`src/rtl/cpfsk_if.sv`:
```
// Word handshake between the byte source and the CPFSK modulator.
// The source drives valid/data; the modulator drives ready.
interface cpfsk_if #(
  parameter int WORD_W = 8
);
  logic              s_valid;
  logic              s_ready;
  logic [WORD_W-1:0] s_data;

  modport master (output s_valid, output s_data, input s_ready);
  modport slave  (input s_valid, input s_data, output s_ready);
endinterface

```
`src/rtl/cpfsk_modulator.sv`:
```
// Continuous-phase binary FSK modulator: NCO plus sine ROM, one tone per data bit.
// Phase carries across bits and back-to-back words; it is cleared only when the block goes idle.
module cpfsk_modulator #(
  parameter int WORD_W          = 8,
  parameter int OUT_W           = 8,
  parameter int SAMPLES_PER_BIT = 32,
  parameter int PHASE_W         = 16,
  parameter int LUT_ADDR_W      = 6,
  parameter int PHASE_INC0      = 2048,
  parameter int PHASE_INC1      = 1024,
  parameter bit MSB_FIRST       = 1'b0
) (
  input  logic             clk,
  input  logic             rst,
  input  logic             sample_en,
  cpfsk_if.slave           s,
  output logic [OUT_W-1:0] dac_out,
  output logic             busy,
  output logic             word_done
);

  localparam int BIT_W  = (WORD_W > 1) ? $clog2(WORD_W) : 1;
  localparam int SAMP_W = $clog2(SAMPLES_PER_BIT);
  localparam int LUT_N  = 2 ** LUT_ADDR_W;
  localparam logic [OUT_W-1:0] MID = OUT_W'(2 ** (OUT_W - 1));
  localparam real PI = 3.14159265358979323846;

  typedef enum logic {IDLE, SEND} state_t;

  state_t              state, state_next;
  logic [PHASE_W-1:0]  phase;
  logic [WORD_W-1:0]   shreg;
  logic [BIT_W-1:0]    bit_idx;
  logic [SAMP_W-1:0]   samp_cnt;
  logic                cur_bit;
  logic                last_samp;
  logic [PHASE_W-1:0]  phase_inc;
  logic [OUT_W-1:0]    rom [LUT_N];

  // Rounded offset sine, clipped so the positive peak fits in OUT_W bits.
  function automatic logic [OUT_W-1:0] lut_val(input int k);
    real m;
    real v;
    int  r;
    m = 2.0 ** (OUT_W - 1);
    v = m + m * $sin(2.0 * PI * k / (2.0 ** LUT_ADDR_W));
    r = $rtoi(v + 0.5);
    if (r > 2 ** OUT_W - 1) r = 2 ** OUT_W - 1;
    if (r < 0) r = 0;
    return OUT_W'(r);
  endfunction

  // NOTE: the ROM is pure elaboration-time constants, so it has no reset and no write port.
  for (genvar k = 0; k < LUT_N; k++) begin : g_rom
    localparam logic [OUT_W-1:0] VAL = lut_val(k);
    assign rom[k] = VAL;
  end

  assign cur_bit   = MSB_FIRST ? shreg[WORD_W-1] : shreg[0];
  assign phase_inc = cur_bit ? PHASE_W'(PHASE_INC1) : PHASE_W'(PHASE_INC0);
  assign last_samp = (samp_cnt == SAMP_W'(SAMPLES_PER_BIT - 1));

  // NOTE: every output of this block gets a default first so no path infers a latch.
  always_comb begin
    state_next = state;
    busy       = (state == SEND);
    word_done  = 1'b0;
    s.s_ready  = 1'b0;
    case (state)
      IDLE: begin
        s.s_ready = 1'b1;
        if (s.s_valid) state_next = SEND;
      end
      SEND: begin
        word_done = sample_en && last_samp && (bit_idx == BIT_W'(WORD_W - 1));
        s.s_ready = word_done;
        if (word_done && !s.s_valid) state_next = IDLE;
      end
      default: state_next = IDLE;
    endcase
  end

  // NOTE: registers use non-blocking assignments so every flop samples pre-edge values.
  always_ff @(posedge clk or posedge rst) begin
    if (rst) state <= IDLE;
    else     state <= state_next;
  end

  always_ff @(posedge clk or posedge rst) begin
    if (rst) begin
      phase    <= '0;
      shreg    <= '0;
      bit_idx  <= '0;
      samp_cnt <= '0;
      dac_out  <= MID;
    end else begin
      case (state)
        IDLE: begin
          dac_out <= MID;
          phase   <= '0;
          if (s.s_valid) begin
            shreg    <= s.s_data;
            bit_idx  <= '0;
            samp_cnt <= '0;
          end
        end
        SEND: begin
          if (sample_en) begin
            dac_out <= rom[phase[PHASE_W-1 -: LUT_ADDR_W]];
            if (word_done) begin
              bit_idx  <= '0;
              samp_cnt <= '0;
              // Back-to-back words keep the running phase; going idle clears it.
              if (s.s_valid) begin
                shreg <= s.s_data;
                phase <= phase + phase_inc;
              end else begin
                phase <= '0;
              end
            end else begin
              phase <= phase + phase_inc;
              if (last_samp) begin
                samp_cnt <= '0;
                bit_idx  <= bit_idx + 1'b1;
                shreg    <= MSB_FIRST ? (shreg << 1) : (shreg >> 1);
              end else begin
                samp_cnt <= samp_cnt + 1'b1;
              end
            end
          end
        end
        default: ;
      endcase
    end
  end

endmodule

```
`src/flat_wrapper.sv`:
```
// flat-port wrapper written by rule: the top's interface ports become plain ports
module cpfsk_modulator_flat 
#(
  parameter int WORD_W          = 8,
  parameter int OUT_W           = 8,
  parameter int SAMPLES_PER_BIT = 32,
  parameter int PHASE_W         = 16,
  parameter int LUT_ADDR_W      = 6,
  parameter int PHASE_INC0      = 2048,
  parameter int PHASE_INC1      = 1024,
  parameter bit MSB_FIRST       = 1'b0
)
  (clk, rst, sample_en, dac_out, busy, word_done, s_s_valid, s_s_data, s_s_ready);
  cpfsk_if #(.WORD_W(WORD_W)) s_i ();
  input  logic clk;
  input  logic rst;
  input  logic sample_en;
  output logic [OUT_W-1:0] dac_out;
  output logic busy;
  output logic word_done;
  input wire logic [$bits(s_i.s_valid)-1:0] s_s_valid;
  input wire logic [$bits(s_i.s_data)-1:0] s_s_data;
  output wire logic [$bits(s_i.s_ready)-1:0] s_s_ready;
  assign s_i.s_valid = s_s_valid;
  assign s_i.s_data = s_s_data;
  assign s_s_ready = s_i.s_ready;
  cpfsk_modulator #(.WORD_W(WORD_W), .OUT_W(OUT_W), .SAMPLES_PER_BIT(SAMPLES_PER_BIT), .PHASE_W(PHASE_W), .LUT_ADDR_W(LUT_ADDR_W), .PHASE_INC0(PHASE_INC0), .PHASE_INC1(PHASE_INC1), .MSB_FIRST(MSB_FIRST)) u_core (.clk(clk), .rst(rst), .sample_en(sample_en), .s(s_i), .dac_out(dac_out), .busy(busy), .word_done(word_done));
endmodule
```
`config.mk`:
```
export PLATFORM = sky130hd
export DESIGN_NAME = cpfsk_modulator_flat
export DESIGN_NICKNAME = d
export VERILOG_FILES = /design/src/rtl/cpfsk_if.sv /design/src/rtl/cpfsk_modulator.sv /design/src/flat_wrapper.sv
export SDC_FILE = /design/constraint.sdc
export NUM_CORES = 1
export LEC_CHECK = 0
export CORE_MARGIN = 5
export CORE_UTILIZATION = 30
export DETAILED_ROUTE_END_ITERATION = 7
export PLACE_DENSITY = 0.54
export SKIP_LAST_GASP = 1
export SYNTH_ARGS = -nofsm -noshare
export SYNTH_HDL_FRONTEND = slang
export SYNTH_SLANG_ARGS = --single-unit
```
`constraint.sdc`:
```
create_clock -name clk -period 4.1 [get_ports clk]
set_clock_uncertainty 0.15 [all_clocks]
set_input_delay 0.615 -clock clk [delete_from_list [all_inputs] [get_ports clk]]
set_output_delay 0.615 -clock clk [all_outputs]
set_load 0.01 [all_outputs]
```
# Word-level counts from Yosys, hierarchy flattened
# Memories as Yosys holds them, arrays and structs flattened.
# Cells that the tools add are included.
[word_totals]
out_inout_bits = 11
wordCells = 54
register_bits = 41
memories = 1
romBits = 512
[memory_table]
columns = ["memory", "words", "width", "rd", "rd_ports_with_merged_regs", "write_ports", "line", "source"]
rows = [
  ["(no name shown)", 64, 8, 1, 0, 0, "cpfsk_modulator.sv:109", "dac_out <= rom[phase[PHASE_W-1 -: LUT_ADDR_W]];"],
]
[op_classes]
mux = 29
magnitude_cmp = 1
n_bitwise = 2
add_sub_neg = 3
n_eq_ne = 5
n_reduce_logical = 7
[op_table]
columns = ["operator", "count"]
rows = [
  ["$mux 8", 7],
  ["$mux 16", 3],
  ["$pmux 16 s2", 1],
  ["$pmux 8 s2", 2],
  ["$mux 5", 4],
  ["$add 16x16->16", 1],
  ["$mux 12", 1],
  ["$mux 3", 4],
  ["$pmux 5 s2", 1],
  ["$ge 7x7->1 const B", 1],
  ["$not 6->7", 1],
  ["$pmux 3 s2", 1],
  ["$add 5x1->5 const B", 1],
  ["$eq 5x5->1 const B", 1],
  ["$ne 2x2->1 const B", 2],
  ["$pmux 1 s2", 2],
  ["$reduce_and 2->1", 2],
  ["$add 3x1->3 const B", 1],
  ["$eq 3x3->1 const B", 1],
  ["$logic_and 1x1->1", 3],
  ["$mux 1", 3],
  ["$ne 3x3->1 const B", 1],
  ["$reduce_and 3->1", 1],
  ["$logic_not 1->1", 1],
  ["$not 1->1", 1],
]

# Depth between registers and ports, before layout
# Gate-level depths: netlist of the first run.
[logic_depth]
depth_word = 7
mapped_depth = 9

# Least setup slack after synthesis of the first run
# Ideal clock, no wire load.
[synth_path]
path_type = "register to register"
from = "register u_core.phase[11]"
to = "register u_core.dac_out[3]"
stages_incl_launch_ff = 8
synth_period_minus_slack_ps = 2221
slack_ps = 1879
t_required_ps = 3824
path_buffers = 1
arrival_ps = 1945
cell_sequence = "dfrtp_1 > clkbuf_1 > inv_1 > ha_1 > or3b_1 > a32oi_1 > o22ai_1 > a221o_1"
[synth_via]
elab_chain_len = 6
[synth_rtl]
columns = ["element", "line", "source"]
rows = [
  ["start: declaration", "cpfsk_modulator.sv:31", "logic [PHASE_W-1:0] phase;"],
  ["start signal: assignment", "cpfsk_modulator.sv:116", "phase <= phase + phase_inc;"],
  ["start signal: assignment", "cpfsk_modulator.sv:121", "phase <= phase + phase_inc;"],
  ["$not 6->7 (not written as such)", "cpfsk_modulator.sv:109", ""],
  ["$mem_v2 64x8", "--", ""],
  ["$mux 8 (not written as such) (2 in a row)", "cpfsk_modulator.sv:109", ""],
  ["$mux 8", "cpfsk_modulator.sv:108", "if (sample_en) begin"],
  ["$pmux 8 s2", "cpfsk_modulator.sv:97", "case (state)"],
  ["end signal: assignment", "cpfsk_modulator.sv:109", ""],
  ["end: declaration", "cpfsk_modulator.sv:17", "output logic [OUT_W-1:0] dac_out,"],
]
# Every way passes these cells. The select of a mux whose other input is x is not followed.
# A chain may end at the register's enable or synchronous reset.

# Worst setup path after layout of the first run
[layout_path]
from = "register u_core.samp_cnt[0]"
to = "output s_s_ready"
[layout_via]
elab_chain_len = 4
[layout_rtl]
columns = ["element", "line", "source"]
rows = [
  ["start: declaration", "cpfsk_modulator.sv:34", "logic [SAMP_W-1:0] samp_cnt;"],
  ["start signal: assignment", "cpfsk_modulator.sv:127", "samp_cnt <= samp_cnt + 1'b1;"],
  ["$eq 5x5->1", "cpfsk_modulator.sv:61", "assign last_samp = (samp_cnt == SAMP_W'(SAMPLES_PER_BIT - 1));"],
  ["$logic_and 1x1->1 (2 in a row)", "cpfsk_modulator.sv:75", "word_done = sample_en && last_samp && (bit_idx == BIT_W'(WORD_W - 1));"],
  ["$pmux 1 s2", "cpfsk_modulator.sv:69", "case (state)"],
  ["end: declaration", "flat_wrapper.sv:23", "output wire logic [$bits(s_i.s_ready)-1:0] s_s_ready;"],
]
# Every way passes these cells.

==> summary.md, run 1 <==
| Metric | Value |
|---|---|
| Status | completed |
| Synth Net Count | between 200 and 300 |
| Worst-path clk slew | roughly 70 ps |
| CP max FO | 9 |
| Worst R2R Path Depth | 6 |
| Diode count | 0 |
| MaxCap Viol Count | 0 |
| Final setup viols | 0 |
| Placed Cells | 381 |
| Non-Filler Instances | between 300 and 400 |
| Reg power frac | 0.344 |
| GRT met1 Usage | 0.172 |
| Clk Latency, worst-skew pair | about 280 ps |
| WL/cell | between 10 and 15 um |
| # resized after CTS | 0 |
| CP arrival | around 2500 ps |
| Comb pwr share | 0.506 |
| Final WL | around 5800 um |
| 1st-iter DRT viols | 101 |
| Proportion of netlist area held by the largest area contributor | 0.321 |
| Largest area contributor in the netlist | dfrtp_1 |
| Fin. max-slew vios | 0 |
| Avg Inst Size Synth | 8.60 um2 |
| Width of the die | between 90 and 100 um |
| Least-Margin Pin Slew | 871 ps |
| CTS tree | yes |
| Die H | 98.3 um |
| Post-CTS Hold Buffers | 0 |
| TritonCTS buffer count | 5 |
| Switching share of power | 0.437 |
| GRT Total Usage | 0.123 |
| Vias per Instance | 5.23 |
| Hold Crit Class | reg -> reg |
| Pwr dens | about 670 nW/um2 |
| Share of layout cells above drive strength 1 | 0.0871 |
| Met3 Use GR | 0.0271 |
| Vias | between 2000 and 2500 |
| Clk root buf | clkbuf_8 |
| Cells after synthesis | 272 |
| Setup crit end kind | output port |
| Fill count | roughly 800 |
| Met2 Use GR | 0.189 |
| Clock share of power | 0.150 |
| Buffers on Ports | 22 |
| First-pass GRT wire length | between 9000 and 10000 um |
| Sequential area share after synthesis | 0.332 |
| Max Root-Sink Buffers | 2 |
| FMAX | between 300 and 400 MHz |
| R2R Path Start | u_core.phase[11] |
| Leak | around 0.0011 uW |
| Crit path launch | u_core.samp_cnt[0] |
| FP Rows | 32 |
| Final Cycle Share | 0.794 |
| H-tree depth | 2 |
| Startpoint types | register |
| RSZ-0062 raised after global routing | false |
| Hold Path Depth | 2 |
| Residual DRC | 0 |
| Core Area | ~7600 um2 |
| Worst Path Required | 3340 ps |
| Post-DP HPWL | approximately 4100 um |
| Maximum VDD drop | around 0.21 mV |
| GPL Wtd Cong | between 0.8 and 0.9 |
| Unique masters post-synth | 64 |
| Vias in the first global route | between 1500 and 2000 |
| Initial antenna violation count | 0 |
| # Post-CTS Setup Buffers | 0 |
| Ys async rst share | 1.00 |
| Starting Density | 0.306 |
| Largest net degree at the start of global routing | 32 |
| NetSw | roughly 790 uW |
| Io pins | 23 |
| Number of flops mapped to enable cells by yosys | 0 |
| Global route total overflow | 0 |
| Synthesized area | roughly 2300 um2 |
| Start point of the worst hold path | u_core.samp_cnt[4] |
| Crit path kind | reg -> out |
| Synth top area cells | dfrtp_1 32%, ha_1 5.9%, a21oi_1 4.5% |
| Drt pass-1 iters | 5 |
| Detail Route Antenna Nets | 0 |
| Setup_tns | 0 ps |
| # clock sinks | 31 |
| Max-slew headroom | 0.419 |
| Top FF cell, synth | dfrtp_1 |
| Die ar. | around 9700 um2 |
| Power Internal | 1020 uW |
| Final net count | between 300 and 400 |
| #FFs+latches synth | 31 |
| Tmin final | 3260 ps |
| Synth warnings | 0 |
| GRT Max-Usage Layer | met2 |
| Area growth from synthesis to layout | 15.4% |
| Hold Fails Final Rpt | 0 |
-- logic make-up after synthesis --
logic type	after synthesis	share of synthesized area
and+or+nand+nor	93	0.201
AOI/OAI and AO/OA	86	0.256
buffers and inverters	34	0.0759
DFF	31	0.332
muxes	12	0.0529
adders and majority gates	12	0.0674
xor gates and xnor gates	4	0.0150
-- worst max-delay path: stages, from the launching register on --
cell             delay [ps]
dfrtp_1                 390
ha_1                    210
and3_1                  180
ha_1                    310
nand3_1                 240
nand2_2                 290
clkdlybuf4s50_1         590
-- cell usage after synthesis (all sizes together), types with 3 or more instances --
library cell	count
a211oi	5
a21oi	21
a221oi	3
a311oi	3
a31oi	3
and2	4
buf	15
clkbuf	4
dfrtp	30
ha	11
inv	14
mux2	3
mux2i	9
nand2	22
nand2b	14
nand3	8
nor2	22
nor2b	3
nor3	5
o211ai	3
o21ai	16
o22ai	6
o31ai	3
or2	3
xnor2	4
-- cell usage in the layout, fill, tap and decap left out, drive strengths merged, types with 2 or more instances in the layout --
cell type,n
o21a,2
a311oi,3
a32oi,2
a21o,2
a211o,2
clkdlybuf4s50,22
nand3,8
or2,3
nor4,2
ha,11
nor2b,3
nand2,22
a221oi,3
xnor2,4
nor3,5
o21ai,16
nor4b,2
a31oi,3
buf,4
o211a,2
o31ai,3
inv,14
o22ai,6
a31o,2
nand2b,14
mux2i,9
a211oi,5
nor2,22
a21oi,21
o211ai,3
dfrtp,30
mux2,3
and3,2
clkbuf,7
and2,4
-- path summary, 6_finish.rpt --
path | endpoint | slack, ps
worst max-delay path | s_s_ready | 840
worst min-delay path | u_core.samp_cnt[4] | 350
worst max register to register | u_core.dac_out[3] | 1650
worst min register to register | u_core.samp_cnt[4] | 350
max in group asynchronous | u_core.dac_out[7] | 2910
min in group asynchronous | u_core.phase[15] | 570
-- power groups by stage --
stage          clock, uW  sequential, uW  combinational (uW)
2_1_floorplan          0             507                 814
3_3_place_gp           0             628                 906
3_5_place_dp           0             628                 913
4_1_cts              281             622                 916
5_1_grt              292             655                1020
6_report             271             622                 913
-- sequential cells by signal (all words and copies together) (netlist names) --
signal / count
u_core.samp_cnt: 5
u_core.phase: 6
u_core.busy: 1
u_core.dac_out: 8
u_core.shreg: 8
u_core.bit_idx: 3
-- through the flow --
step | hold WS (ps) | total power (uW) | instance area [um2] | setup slack, ps | utilization
finish | 347 | 1810 | 2700 | 844 | 0.353
global route | 387 | 1970 | 2700 | 704 | 0.353
CTS | 353 | 1820 | 2700 | 825 | 0.353
detailed placement | 338 | 1540 | 2600 | 954 | 0.339
global placement | 325 | 1530 | 2600 | 962 | 0.339
floorplan | 302 | 1320 | 2340 | 1880 | -
-- cell type report --
type	count	area, um2	share of cell area
inverters	15	56.3	0.0209
clock buffers	7	96.3	0.0357
clock inverters	1	7.51	0.00278
well taps	102	128	0.0473
repair buffers	26	250	0.0927
flip-flops and latches	31	777	0.288
multi-input cells	207	1390	0.513
-- metal layers --
| layer | part of all wire | wire length, um |
|---|---|---|
| met5 | 0 | 0 |
| met3 | 0.031 | 182 |
| met4 | 0.014 | 81 |
| met1 | 0.50 | 2890 |
| met2 | 0.46 | 2640 |
Note: power is estimated with default switching activity, not from simulation.
==> run 2, diff against run 1 <==
- PLACE_DENSITY: 0.54 -> 0.56
- clock period: 4.1 -> 2.6 ns (I/O delays scaled with it)
==> run 2 against run 1 <==
Combinational power is 70% higher. Clock power is 41% higher. Sequential share of layout area is 0.69 points lower. Critical path type unchanged. Largest cell class unchanged. Largest power group unchanged.
==> summary.md, run 2 (synthesis gave the netlist of run 1 again) <==
| Metric | Value |
|---|---|
| # clock sinks | 31 (unchanged) |
| Hold Fails Final Rpt | 0 (unchanged) |
| Buffers on Ports | 22 (unchanged) |
| Die ar. | 9660 um2 (unchanged) |
| FMAX | between 400 and 500 MHz |
| Crit path kind | reg -> out |
| R2R Path Start | u_core.phase[11] |
| Final net count | 320 (+3.2%) |
| Max Root-Sink Buffers | 2 (unchanged) |
| Clk Latency, worst-skew pair | 280 ps (about the same) |
| Starting Density | 0.306 (unchanged) |
| Final setup viols | 0 (unchanged) |
| Reg power frac | 0.320 (-0.024) |
| Post-CTS Hold Buffers | 0 (unchanged) |
| Detail Route Antenna Nets | 0 (unchanged) |
| Startpoint types | register |
| Clk root buf | clkbuf_8 |
| Residual DRC | 0 (unchanged) |
| Pwr dens | 1030 nW/um2 (+54%) |
| Max-slew headroom | 0.422 (+0.00320) |
| Vias | 2141 (+5.3%) |
| Die H | 98.3 um (unchanged) |
| Diode count | 0 (unchanged) |
| Final instance area | 2770 um2 (+2.5%) |
| H-tree depth | 2 (unchanged) |
| Power Internal | 1590 uW (+56%) |
| Least-Margin Pin Slew | 866 ps (-4.80 ps) |
| Most frequent cells in the layout | 30 x dfrtp_1, 22 x nor2_1, 21 x nand2_1, 21 x a21oi_1, 20 x clkdlybuf4s50_1 |
| Register area | 777 um2 (unchanged) |
| CP max FO | 5 (-4) |
| Maximum VDD drop | 0.275 mV (+29%) |
| Final Cycle Share | 0.860 |
| GRT Total Usage | 0.131 (+0.00742) |
| Leak | 0.00118 uW (+7.2%) |
| Core Area | 7650 um2 (unchanged) |
| MaxCap Viol Count | 0 (unchanged) |
| Largest registers | u_core.dac_out x8, u_core.shreg x8, u_core.phase x6 |
| Setup crit end kind | output port |
| Reg-to-Reg End | u_core.dac_out[3] |
| NetSw | 1260 uW (+59%) |
| Fin. max-slew vios | 0 (unchanged) |
| TritonCTS buffer count | 5 (unchanged) |
| Switching share of power | 0.442 (+0.00494) |
| Multi-input logic area | 1390 um2 (+0.36%) |
| Area growth from synthesis to layout | 18.2% |
| GPL Wtd Cong | 0.864 (+4.4%) |
| Largest net degree at the start of global routing | 32 (unchanged) |
| Setup_tns | 0 ps (unchanged) |
| Placed Cells | 391 (+2.6%) |
| First-pass GRT wire length | 10500 um (+5.7%) |
| CTS tree | yes |
| Clock share of power | 0.134 (-0.016) |
| Width of the die | 98.3 um (unchanged) |
| Most common cell after layout, fill and taps aside | dfrtp_1 |
| Drt pass-1 iters | 4 (-1) |
| Worst Path Required | 2060 ps (-1280 ps) |
| Worst-path clk slew | 70 ps (about the same) |
| RSZ-0062 raised after global routing | false |
| # Post-CTS Setup Buffers | 0 (unchanged) |
| CP arrival | 1700 ps (-790 ps) |
| Vias per Instance | 5.37 (+2.6%) |
| Io pins | 23 (unchanged) |
| Tmin final | approximately 2200 ps |
| Initial antenna violation count | 0 (unchanged) |
| 1st-iter DRT viols | 95 (-5.9%) |
| Status | completed |
| Cell area after placement | 2670 um2 (+2.9%) |
| Global route total overflow | 0 (unchanged) |
| Vias in the first global route | 2074 (+5.3%) |
| Non-Filler Instances | 399 (+2.6%) |
| Fill count | 792 (-3.3%) |
| FP Rows | 32 (unchanged) |
| Worst R2R Path Depth | 6 (unchanged) |
| Share of layout cells above drive strength 1 | 0.118 (+0.0307) |
| WL/cell | 15.0 um (+0.94%) |
| Post-DP HPWL | 4300 um (+6.1%) |
| Hold Crit Class | in -> async |
| Final WL | 6000 um (+3.5%) |
| Comb pwr share | 0.546 (+0.040) |
| Setup slack, reg-to-reg | 370 ps (-1280 ps) |
## run 2: cell types whose count changed in the layout (fill, tap and decap cells not counted), sizes merged
cell,change
buf,+10
clkbuf,-1
clkdlybuf4s50,-2
clkinv,+1
dlymetal6s2s,+2
## run 2: worst max-delay path, stage by stage (launching register included)
cell	delay (ps)
dfrtp_1	400
ha_1	220
and3_1	190
ha_1	210
nand3_2	140
nand2_2	70
dlymetal6s2s_1	190
## run 2: layout make-up
cell class | count | share of cell area
Sequential cell | 31 | 0.281
Timing Repair Buffer | 36 | 0.119
Clock buffer | 6 | 0.0262
Inverter | 15 | 0.0204
Clock inverter | 2 | 0.00452
Tap cell | 102 | 0.0461
Multi-Input combinational cell | 207 | 0.502
## run 2: routing by layer
metal,track usage,share of wire
met5,0,0
met4,0.0284,0.0098
met3,0.0279,0.046
met2,0.205,0.46
met1,0.184,0.49
## run 2: power by group through the flow
| stage | Clock (uW) | Sequential, uW | Combinational (uW) |
|---|---|---|---|
| detailed placement | 0 | 917 | 1550 |
| global route | 420 | 949 | 1740 |
| finish | 381 | 911 | 1550 |
| floorplan | 0 | 799 | 1280 |
| global placement | 0 | 914 | 1540 |
| CTS | 396 | 908 | 1550 |
## run 2: metrics by stage
step / hold slack [ps] / setup slack, ps / util / power, uW
finish: 339 / 364 / 0.362 / 2840
CTS: 350 / 14.4 / 0.361 / 2860
global placement: 323 / 233 / 0.349 / 2450
global route: 389 / 221 / 0.362 / 3110
detailed placement: 336 / 236 / 0.349 / 2460
floorplan: 302 / 379 / - / 2080
## run 2: repair_timing
item,CTS,global route
gates cloned,0,0
pin swaps,0,0
setup endpoints to repair,2,2
resized for setup,1,2
## run 2: worst max-delay path by stage
stage / startpoint / slack, ps / end
after global placement: sample_en / 230 / word_done
after detailed placement: sample_en / 240 / word_done
final: u_core.samp_cnt[0] / 360 / s_s_ready
after floorplan: u_core.phase[11] / 380 / u_core.dac_out[3]
after CTS: u_core.samp_cnt[0] / 10 / word_done
after global routing: u_core.phase[11] / 220 / u_core.dac_out[5]
